[src/rtl/fetch_buffer.sv]
// Circular instruction buffer between the 4-wide fetch port and decode stage 1.
// Oldest four entries are presented combinationally; decode consumes 0..4 per cycle.
module fetch_buffer #(
    parameter int DEPTH = 16,
    parameter int CW    = $clog2(DEPTH) + 1
) (
    input  logic          clk,
    input  logic          reset,
    input  logic          flush,
    input  logic          in_valid,
    input  logic [15:0]   in_pc,
    input  logic [63:0]   in_instr,
    input  logic [2:0]    in_count,
    output logic          in_ready,
    output logic [3:0]    out_valid,
    output logic [63:0]   out_instr,
    output logic [63:0]   out_pc,
    input  logic [2:0]    out_take,
    output logic [CW-1:0] count
);

    localparam int AW = $clog2(DEPTH);

    logic [AW-1:0] head_q, head_d;
    logic [AW-1:0] tail_q, tail_d;
    logic [CW-1:0] count_q, count_d;

    // Each entry is {pc, instr}
    logic [31:0] entry_q [DEPTH];
    logic [31:0] entry_d [DEPTH];

    logic [2:0]       in_count_clamped;
    logic [2:0]       push_n;
    logic [2:0]       pop_n;
    logic [DEPTH-1:0] wr_en;
    logic [31:0]      wr_data [DEPTH];

    // Readiness is judged on the pre-pop occupancy so fetch never depends on decode this cycle.
    assign in_ready = (count_q <= CW'(DEPTH - 4));

    always_comb begin
        in_count_clamped = (in_count > 3'd4) ? 3'd4 : in_count;
        push_n           = 3'd0;
        if (in_valid && in_ready && !flush) begin
            push_n = in_count_clamped;
        end
    end

    always_comb begin
        pop_n = out_take;
        if (CW'(out_take) > count_q) begin
            pop_n = count_q[2:0];
        end
    end

    // Write-port decode: entry gi receives group slot (gi - tail) when that slot is being pushed.
    generate
        for (genvar gi = 0; gi < DEPTH; gi++) begin : g_wr
            logic [AW-1:0] offset;
            logic [1:0]    slot;
            assign offset      = AW'(gi) - tail_q;
            assign slot        = offset[1:0];
            assign wr_en[gi]   = (offset < AW'(push_n));
            assign wr_data[gi] = {16'(in_pc + {13'd0, slot, 1'b0}), in_instr[16*slot +: 16]};
        end
    endgenerate

    always_comb begin
        for (int i = 0; i < DEPTH; i++) begin
            entry_d[i] = entry_q[i];
            if (wr_en[i]) begin
                entry_d[i] = wr_data[i];
            end
        end
    end

    always_comb begin
        head_d  = head_q + AW'(pop_n);
        tail_d  = tail_q + AW'(push_n);
        count_d = count_q + CW'(push_n) - CW'(pop_n);
        if (flush) begin
            head_d  = '0;
            tail_d  = '0;
            count_d = '0;
        end
    end

    always_ff @(posedge clk) begin
        if (reset) begin
            head_q  <= '0;
            tail_q  <= '0;
            count_q <= '0;
        end else begin
            head_q  <= head_d;
            tail_q  <= tail_d;
            count_q <= count_d;
        end
    end

    // Payload storage carries no reset; contents past the occupancy are don't-care.
    always_ff @(posedge clk) begin
        for (int i = 0; i < DEPTH; i++) begin
            entry_q[i] <= entry_d[i];
        end
    end

    generate
        for (genvar gi = 0; gi < 4; gi++) begin : g_out
            logic [AW-1:0] rd_idx;
            assign rd_idx                = head_q + AW'(gi);
            assign out_instr[16*gi +: 16] = entry_q[rd_idx][15:0];
            assign out_pc[16*gi +: 16]    = entry_q[rd_idx][31:16];
            assign out_valid[gi]         = (count_q > CW'(gi));
        end
    endgenerate

    assign count = count_q;

endmodule

[config.mk]
export PLATFORM = sky130hd
export DESIGN_NAME = fetch_buffer
export DESIGN_NICKNAME = d
export VERILOG_FILES = /design/src/rtl/fetch_buffer.sv
export SDC_FILE = /design/constraint.sdc
export NUM_CORES = 1
export LEC_CHECK = 0
export BUFFER_PORTS_ARGS = -buffer_cell sky130_fd_sc_hd__buf_2
export CAP_MARGIN = 20
export CORE_UTILIZATION = 40
export DETAILED_ROUTE_END_ITERATION = 10
export GPL_ROUTABILITY_DRIVEN = 0
export SLEW_MARGIN = 20
export SYNTH_ARGS = -nofsm -noshare
export SYNTH_HDL_FRONTEND = slang
export SYNTH_SLANG_ARGS = --single-unit
[constraint.sdc]
create_clock -name clk -period 11.3 [get_ports clk]
set_clock_uncertainty 0.2 [all_clocks]
set_input_delay 1.13 -clock clk [delete_from_list [all_inputs] [get_ports clk]]
set_output_delay 1.13 -clock clk [all_outputs]
set_load 0.01 [all_outputs]
==> reports/metrics.csv <==
stage;metric;value;unit
floorplanning;Core ar.;87200;sq um
timing;fin. max-slew vios;0;
yosys;#FFs+latches synth;525;
floorplanning;initial core utilization;40.5;%
global_routing;vias in the first global route;24000;
timing;Fmax;0.135;GHz
clock_tree;Reg clk slew, reported paths;0.06;ns
place;Post-Place Cells;3418;
detailed_routing;DRT Wirelength;117000;microns
yosys;Ys Warns;0;
yosys;Synth top cells by count;edfxtp_1 (512), mux4_2 (476), mux2i_1 (345);
detailed_routing;number of remaining DRC errors;0;
critical_path;worst r2r dst;entry_q[0][9];
yosys;Synth area leader;edfxtp_1;
yosys;post-synth net total;2345;
timing;unrepaired setup endpoints after global routing;false;
clock_tree;CTS sink count;525;
detailed_routing;DRT antenna net count;0;
yosys;Seq/Total Area, Yosys;44.3;%
yosys;largest cells by area after synthesis;edfxtp_1 (44%), mux4_2 (30%), mux2i_1 (9.8%);
clock_tree;H-tree Lvls;2;
critical_path;CP Capture Point;out_pc[30];
floorplanning;die height;299;microns
timing;TNS Setup;0;ns
power;PwrDens;200;nW/um^2
timing;Relative slew margins;18.6;%
yosys;Post-synth ARST share;0;%
place;quantity of I/O buffers inserted on ports;227;
critical_path;WP data arrival;6.08;ns
timing;hold violation count in the final report;0;
critical_path;CP startpoint kind;flop;
clock_tree;CTS tree;done;
cells_and_area;ratio of cells with drive above 1 in the final layout;37.3;%
critical_path;R2R depth;8;
yosys;number of synthesized flops with an enable pin;512;
place;pre-CTS setup slack;4.69;ns
cells_and_area;Non-Filler Instances;3531;
timing;Tightest Pin Transition;1.21;ns
global_routing;initial antenna violation count;14;
yosys;Synth Cell Area;35300;sq um
critical_path;Worst EP required;9.97;ns
clock_tree;post-cts resize count;0;
detailed_routing;vias;23900;
clock_tree;hold buffers post-CTS;0;
global_routing;total global-route track usage;25.9;%
detailed_routing;DR pass1 iterations;5;
floorplanning;boundary pin count;228;
critical_path;CP Max Fanout;52;
power;VDD IR-drop max;0.000265;V
clock_tree;Skew-Pair Late Insertion Delay;0.63;ns
critical_path;CP startpoint;head_q[1];
critical_path;Worst R2R Start;tail_q[0];
floorplanning;Die Footprint;89500;sq um
yosys;library cells used by synthesis;54;
detailed_routing;Iteration-0 DRC Markers;2775;
clock_tree;Clock Tree Buf Depth;3;
timing;Tcrit/Tclk final;65.6;%
place;dpl hpwl;73300;microns
detailed_routing;vias per std cell;6.77;
cells_and_area;Design Area, Final;39400;sq um
timing;final setup fails;0;
timing;Final WS setup;3.89;ns
critical_path;Setup Crit Path Kind;flop to output pin;
timing;minimum clock period;7.41;ns
clock_tree;post-CTS repair timing setup buffer count;0;
place;Placed Instance Area;37500;sq um
critical_path;nature of the critical path endpoint;output pin;
critical_path;flop-to-flop setup slack;6.64;ns
yosys;dominant cell by count in the synthesized netlist;edfxtp_1;
yosys;synthesized area per cell;16.1;sq um
flow_run;number of max-cap violations;0;
floorplanning;Die W;299;microns
global_routing;first-pass GRT wire length;168000;microns
detailed_routing;average routed wire per standard cell;33.2;microns
yosys;Primary FF master, synth;edfxtp_1;
cells_and_area;nets;2466;
power;Leak;12.7;nW
yosys;post-synthesis cell count;2198;
clock_tree;CTS Buf Count;54;
yosys;Synth top area share;43.5;%
cells_and_area;Area Overhead vs Synth;11.6;%
global_routing;overflow left after global routing;0;
global_routing;largest net degree at the start of global routing;153;
status;status;finished clean;
floorplanning;row cnt;108;
hold_path;Hold Path Class;flop to flop;
clock_tree;Root Buffer;clkbuf_16;
[metal layers]
metal	wire, microns	vias up	global-route usage [%]
met1	43400	12500	33.9
met4	5700	2	11.7
met2	56700	1563	42.3
met5	12	-	0
met3	11500	289	4.56
li1	-	9580	-
[flip-flops by register name, indices dropped and copies added (netlist names)]
name,count
count,5
entry_q,512
head_q,4
tail_q,4
[critical path, cell delays in order (launching register included)]
cell and delay (ns):
dfxtp_4 0.83, buf_4 0.79, inv_1 0.28, ha_4 0.70, nor2b_1 1.00, nand2b_2 0.69, buf_4 0.48, o22ai_1 0.20
or4_1 0.24, buf_2 0.17
[stage by stage]
stage | util (%) | power [mW] | hold WS (ns)
6_report | 45.2 | 7.87 | 0.548
5_1_grt | 45.2 | 8.16 | 0.568
4_1_cts | 45.2 | 7.89 | 0.562
3_5_place_dp | 43.1 | 6.04 | 0.543
3_3_place_gp | 43.1 | 6.00 | 0.500
2_1_floorplan | - | 4.84 | 0.374
[final cells by class]
class / instances / area (sq um)
Antenna cell: 12 / 30.0
Clock buffer: 62 / 1380
Clock inverter: 39 / 462
Fill cell: 7487 / 47700
Inverter: 29 / 109
Multi-Input combinational cell: 1435 / 18800
Sequential cell: 525 / 15700
Tap cell: 1155 / 1450
Timing Repair Buffer: 274 / 1510
[cell families after synthesis]
family / after synthesis / synth area share, %
buffers and inverters: 238 / 3.06
AND/OR/NAND/NOR: 240 / 3.55
flip-flops: 525 / 44.3
multiplexers: 840 / 40.7
adder cells (fa/ha/maj): 57 / 2.21
XOR/XNOR: 76 / 2.03
AO/OA/AOI/OAI: 222 / 4.15
[power by group]
| group | total (mW) | switching, mW | internal (mW) |
|---|---|---|---|
| registers | 2.45 | 0.143 | 2.30 |
| logic | 3.56 | 1.97 | 1.59 |
| clock network | 1.86 | 0.786 | 1.07 |
[worst min path at each step]
stage	from	endpoint	cells after the start
floorplan	head_q[0]	head_q[0]	2
global placement	head_q[3]	head_q[3]	2
detailed placement	head_q[3]	head_q[3]	2
finish	head_q[3]	head_q[3]	2
global route	head_q[3]	head_q[3]	2
CTS	head_q[3]	head_q[3]	2
[layout by cell type, fill, tap and decap left out, types with 7 or more instances in the layout]
cell	Yosys	routed
nand3_1	33	33
o22ai_1	104	104
dfxtp_1	13	7
nand4_1	9	9
nand2_1	65	63
clkinv_2	0	9
mux4_2	476	476
or4_1	26	26
a221oi_1	8	8
and2_1	41	39
clkbuf_1	75	8
clkbuf_16	0	54
a21oi_1	42	42
buf_4	18	45
bufinv_16	0	8
mux2_1	16	16
buf_2	90	227
a32o_1	8	8
ha_1	48	45
mux2i_1	345	345
a21o_1	15	15
clkinv_1	1	9
inv_1	27	27
xnor2_1	51	50
diode_2	0	12
edfxtp_1	512	512
a211oi_1	30	28
fa_1	9	9
nor2_1	33	28
xor2_1	21	19
nor2b_4	0	7
Power figures use the tool's default switching activity.
